<file path="src/rtl/clkdiv_pkg.sv">
// clkdiv_pkg: shared widths, reset divisor and state encodings for the clock-enable scheduler
package clkdiv_pkg;
   localparam int DIVW    = 27;
   localparam int DEF_DIV = 50000000;
   localparam int MIN_DIV = 2;
   typedef enum logic {CH_IDLE = 1'b0, CH_RUN = 1'b1} ch_state_t;
   typedef enum logic {SLOT_EMPTY = 1'b0, SLOT_HOLD = 1'b1} slot_state_t;
endpackage

</file>
<file path="src/rtl/clk_en_chan.sv">
// clk_en_chan: one programmable divider channel producing a period tick and a square enable
module clk_en_chan #(
   parameter int DIVW    = clkdiv_pkg::DIVW,
   parameter int DEF_DIV = clkdiv_pkg::DEF_DIV
) (
   input  logic            clki,
   input  logic            rst,
   input  logic            apply_start,
   input  logic            apply_stop,
   input  logic            apply_div,
   input  logic [DIVW-1:0] new_div,
   output logic            wrap,
   output logic            tick,
   output logic            sq,
   output logic            busy
);
   import clkdiv_pkg::*;
   ch_state_t       state, state_n;
   logic [DIVW-1:0] cnt, cnt_n, div, div_n;
   logic            tick_n, sq_n;
   assign busy = (state == CH_RUN);
   assign wrap = busy && (cnt == div - 1'b1);
   always_ff @(posedge clki or posedge rst)
      if (rst) begin
         state <= CH_IDLE;
         cnt   <= '0;
         div   <= DIVW'(DEF_DIV);
         tick  <= 1'b0;
         sq    <= 1'b0;
      end else begin
         state <= state_n;
         cnt   <= cnt_n;
         div   <= div_n;
         tick  <= tick_n;
         sq    <= sq_n;
      end
   // sq is derived from the next count so it stays aligned with the registered cnt
   always_comb begin
      state_n = apply_start ? CH_RUN : apply_stop ? CH_IDLE : state;
      div_n   = (apply_start || apply_div) ? new_div : div;
      cnt_n   = (state_n == CH_RUN && !apply_start && !wrap) ? cnt + 1'b1 : '0;
      tick_n  = wrap && !apply_stop;
      sq_n    = (state_n == CH_RUN) && (cnt_n >= (div_n >> 1));
   end
endmodule

</file>
<file path="src/rtl/clk_en_sched.sv">
// clk_en_sched: NCH independent clock-enable dividers sharing one pending config slot
module clk_en_sched #(
   parameter int NCH     = 4,
   parameter int DIVW    = clkdiv_pkg::DIVW,
   parameter int DEF_DIV = clkdiv_pkg::DEF_DIV,
   parameter int MIN_DIV = clkdiv_pkg::MIN_DIV
) (
   input  logic            clki,
   input  logic            rst,
   input  logic            cfg_valid,
   output logic            cfg_ready,
   input  logic [2:0]      cfg_ch,
   input  logic [DIVW-1:0] cfg_div,
   input  logic            cfg_en,
   output logic [NCH-1:0]  tick,
   output logic [NCH-1:0]  sq,
   output logic [NCH-1:0]  busy
);
   import clkdiv_pkg::*;
   slot_state_t     slot, slot_n;
   logic [2:0]      p_ch;
   logic [DIVW-1:0] p_div;
   logic            p_en;
   logic [NCH-1:0]  sel, wrap, a_start, a_stop, a_div;
   logic            accept, done;
   assign cfg_ready = (slot == SLOT_EMPTY);
   assign accept    = cfg_valid && cfg_ready;
   // only a retune of a running channel waits; everything else retires on the next edge
   assign done      = (slot == SLOT_HOLD) && (~|sel || !p_en || ~|(sel & busy) || |(sel & wrap));
   always_comb slot_n = accept ? SLOT_HOLD : done ? SLOT_EMPTY : slot;
   always_ff @(posedge clki or posedge rst)
      if (rst) begin
         slot  <= SLOT_EMPTY;
         p_ch  <= '0;
         p_div <= '0;
         p_en  <= 1'b0;
      end else begin
         slot <= slot_n;
         if (accept) begin
            p_ch  <= cfg_ch;
            p_div <= (cfg_div < DIVW'(MIN_DIV)) ? DIVW'(MIN_DIV) : cfg_div;
            p_en  <= cfg_en;
         end
      end
   for (genvar i = 0; i < NCH; i++) begin : g_ch
      assign sel[i]     = (slot == SLOT_HOLD) && (p_ch == 3'(i));
      assign a_start[i] = sel[i] && !busy[i] && p_en;
      assign a_stop[i]  = sel[i] && busy[i] && !p_en;
      assign a_div[i]   = sel[i] && (busy[i] ? (p_en && wrap[i]) : !p_en);
      clk_en_chan #(.DIVW(DIVW), .DEF_DIV(DEF_DIV)) u_chan (
         .clki        (clki),
         .rst         (rst),
         .apply_start (a_start[i]),
         .apply_stop  (a_stop[i]),
         .apply_div   (a_div[i]),
         .new_div     (p_div),
         .wrap        (wrap[i]),
         .tick        (tick[i]),
         .sq          (sq[i]),
         .busy        (busy[i])
      );
   end
endmodule

</file>
<file path="config.mk">
export PLATFORM = sky130hd
export DESIGN_NAME = clk_en_sched
export DESIGN_NICKNAME = d
export VERILOG_FILES = /design/src/rtl/clkdiv_pkg.sv /design/src/rtl/clk_en_chan.sv /design/src/rtl/clk_en_sched.sv
export SDC_FILE = /design/constraint.sdc
export NUM_CORES = 1
export LEC_CHECK = 0
export ABC_CLOCK_PERIOD_IN_PS = 8300
export CORE_MARGIN = 2
export CORE_UTILIZATION = 25
export CTS_CLUSTER_DIAMETER = 100
export CTS_CLUSTER_SIZE = 20
export DETAILED_ROUTE_END_ITERATION = 10
export PLACE_DENSITY = 0.39
export SLEW_MARGIN = 30
export SYNTH_ARGS = -nofsm -noshare
export SYNTH_HDL_FRONTEND = slang
export SYNTH_SLANG_ARGS = --single-unit
export TNS_END_PERCENT = 100
</file>
<file path="constraint.sdc">
create_clock -name clki -period 8.3 [get_ports clki]
set_input_delay 1.245 -clock clki [delete_from_list [all_inputs] [get_ports clki]]
set_output_delay 1.245 -clock clki [all_outputs]
set_load 0.02 [all_outputs]
</file>
==> run metrics <==
post-synthesis simple-gate area fraction=a little over a fifth; Comb pwr share=42.1%; I/O Buffers=46; Slew @ Worst Pin=just over 0.9 ns; Setup crit start kind=register; Synth top area share=just under 30%; Psw=roughly 2.5 mW; Post-synth EDFFs=0; Post-Synth XOR/XNOR Area=between 10% and 20%; Die X=between 200 and 300 um; Synth-to-Final Area Change=10.5%; adder-cell share of the synthesized area=7.61%; row cnt=99; CORE AREA=approximately 73000 sq um; most frequent cells in the layout=dfrtp_1, nor2_1, nand2_1, xnor2_1; Fmax=141 MHz; DIE AREA=75800 sq um; Period Utilization, post-route=between 80% and 90%; cts hold-fix bufs=0; Post-CTS Setup Inserts=0; critical path class=register to register; CTS H-Tree Depth=1; Critical Path RT=roughly 8.7 ns; Hold Path Depth=2; DR iter-0 viols=between 900 and 1k; vias in the first global route=approximately 14k; compound-gate portion of the synthesized area=under 10%; share of cells above drive strength 1=between 10 and 15%; Worst setup EP type=register; Hold WC Path Type=register to register; clock network power share=between 10% and 20%; worst flop-to-flop path startpoint=g_ch[1].u_chan.div[0]; worst vdd ir=around 0.099 mV; Final Hold Viols=0; post-synthesis sequential area ratio=between 30 and 40%; routed vias=14.3k; CTS tree=built; Fin Hold WS=between 0.5 and 0.6 ns; Register-to-Register Path Depth=19; Synth cell types=75; RSZ-0062 raised after global routing=false; Synth area leader=dfrtp_1; Pwr Density=between 200 and 300 nW/um^2; P_leak=around 8.6 nW; Hold Crit Start=p_ch[2]; IO Pins=47; Worst-path clk slew=~0.090 ns; Critical R2R Capture=g_ch[1].u_chan.sq; WHS Endpoint=p_ch[2]; Setup Skew=0.0215 ns; CP Data Arrival Time=~7.5 ns; Max-Cap Viols=0; Pre-antenna DRT Iters=5; antenna viol nets, final=0; ys async rst share=between 90% and 100%; outcome=completed; Synthesized Nets=2110; largest family of logic cells by synthesized area=simple AND/OR/NAND/NOR gates; relative slew slack=38.5%; CP Max Fanout=25; YS warnings=0; commonest non-fill, non-tap cell in the layout=dfrtp_1; switching share of power=a little over two fifths; Finish-stage setup viols=0; top post-synthesis cells by area=dfrtp_1, ha_1, dfstp_2, mux2i_1, xnor2_1; largest net degree at the start of global routing=roughly 130; wire per inst=around 21 um; Clock Tree Buf Depth=3; CTS Sinks=260; GRT Total Usage=roughly 16%; global-route wire length before repair=91700 um; flop and latch count out of synthesis=260; DRC=0; vias per inst=4.93; max-slew violations=0; Primary FF master, synth=dfrtp_1; # diodes=0; # resized after CTS=0; clock buffers created by TritonCTS=18; Die Ht=approximately 280 um; routed wire length=approximately 60000 um; remaining global-route overflow=0; antenna violations before repair=0; Flop pwr share=about two fifths; final RePlAce weighted congestion=slightly above 0.8; mux share of post-synthesis cell area=roughly an eighth; Initial Util=approximately a quarter; r2r setup slk=between 1 and 1.5 ns; internal power=3.22 mW; CTS root buffer=clkbuf_16; later-pin clock latency in the skew report=0.55 ns; Detailed Place HPWL=44200 um; Final nets=about 2.1k; min Tclk post-route=7.11 ns; Post-Syn Instances=approximately 2k; mapped cell area=around 18000 sq um; Total Neg Setup Slack=0 ns; mean post-synth cell area=~9.4 sq um
==> sequential cells by signal, indices dropped and copies added, names as in the netlist <==
name / count
g_ch.u_chan.tick: 4
g_ch.u_chan.busy: 4
slot: 1
g_ch.u_chan.sq: 4
g_ch.u_chan.cnt: 108
p_ch: 3
g_ch.u_chan.div: 108
p_en: 1
p_div: 27
==> cell usage after synthesis (6+ instances only) <==
cell / n
nor3b_1: 6
and3_1: 30
o211ai_1: 6
nand2b_1: 21
a21o_1: 29
nand3b_1: 12
o21a_1: 10
dfrtp_1: 212
buf_2: 19
a211oi_1: 9
mux2i_1: 112
inv_1: 33
or2_2: 11
nor2_1: 200
nand3_1: 72
nand4_1: 56
o21ai_0: 40
xnor2_1: 119
nand4b_1: 7
a31oi_1: 14
o31ai_1: 6
or4_1: 18
nor4b_1: 11
and4_1: 10
dfstp_2: 48
o22ai_1: 6
nor2b_1: 26
mux2_2: 88
nor4_1: 36
xor2_1: 106
nand2_1: 183
mux2_1: 25
clkbuf_1: 86
o311ai_0: 7
ha_1: 112
a21oi_1: 28
nor3_1: 44
buf_4: 14
or3_1: 19
==> how the worst max path moves through the flow <==
stage | from | to | slack [ns]
3_5_place_dp | g_ch[1].u_chan.div[0] | g_ch[1].u_chan.sq | 1.01
3_3_place_gp | g_ch[1].u_chan.div[0] | g_ch[1].u_chan.sq | 0.98
5_1_grt | g_ch[0].u_chan.div[3] | g_ch[0].u_chan.sq | 0.74
6_report | g_ch[1].u_chan.div[0] | g_ch[1].u_chan.sq | 1.19
4_1_cts | g_ch[1].u_chan.div[0] | g_ch[1].u_chan.sq | 0.92
2_1_floorplan | g_ch[1].u_chan.div[0] | g_ch[1].u_chan.sq | 2.94
==> worst max-delay path, stage by stage (launching register included) <==
cell and delay, ns:
dfrtp_1 0.50, inv_1 0.10, ha_1 0.21, or4b_2 0.71, nor3_1 0.59, a31oi_1 0.21, o32ai_1 0.30, o21ai_0 0.14
nor4_1 0.81, nand2_1 0.22, o22ai_4 0.18, buf_4 0.42, mux2i_1 0.24, ha_1 0.26, a21o_1 0.19, a21o_1 0.19
a2111oi_1 0.71, o41ai_1 0.28, o311ai_0 0.43, a21boi_0 0.23
==> power groups by stage <==
stage / registers, mW / clock network [mW] / logic [mW]
floorplan: 1.92 / 0 / 2.00
global route: 2.36 / 1.08 / 2.68
detailed placement: 2.31 / 0 / 2.39
global placement: 2.31 / 0 / 2.38
CTS: 2.29 / 1.04 / 2.40
finish: 2.29 / 0.990 / 2.39
==> metrics by stage <==
step           power, mW  worst slack (ns)  cell area (sq um)  util (%)  instances
6_report            5.67              1.19              20300      27.9       2902
5_1_grt             6.13             0.743              20300      27.9       2902
4_1_cts             5.73             0.923              20300      27.8       2901
3_5_place_dp        4.70              1.01              19700      27.0       2869
3_3_place_gp        4.69             0.978              19700      27.0       2869
2_1_floorplan       3.92              2.94              18400         -       1964
==> layer usage <==
| metal | global-route usage [%] | share of wire [%] | vias to the layer above |
|---|---|---|---|
| met5 | 0 | 0 | - |
| li1 | - | - | 6933 |
| met2 | 26.5 | 47 | 205 |
| met4 | 3.09 | 1.7 | 0 |
| met1 | 22.4 | 49 | 7115 |
| met3 | 1.24 | 2.6 | 43 |
==> kinds of logic after synthesis <==
group,count (synthesis)
XOR/XNOR,225
buffers and inverters,157
AO/OA/AOI/OAI,204
adder cells (fa/ha/maj),112
flip-flops,260
multiplexers,225
AND/OR/NAND/NOR,781
==> cell type report <==
type / instances / area (sq um)
inverter: 33 / 128
sequential: 260 / 6570
multi-input combinational: 1547 / 11200
clock inverter: 6 / 71.3
timing repair buffer: 71 / 686
clock buffer: 26 / 512
fill: 7609 / 52600
tap: 959 / 1200
(Power assumes the default switching activity.)
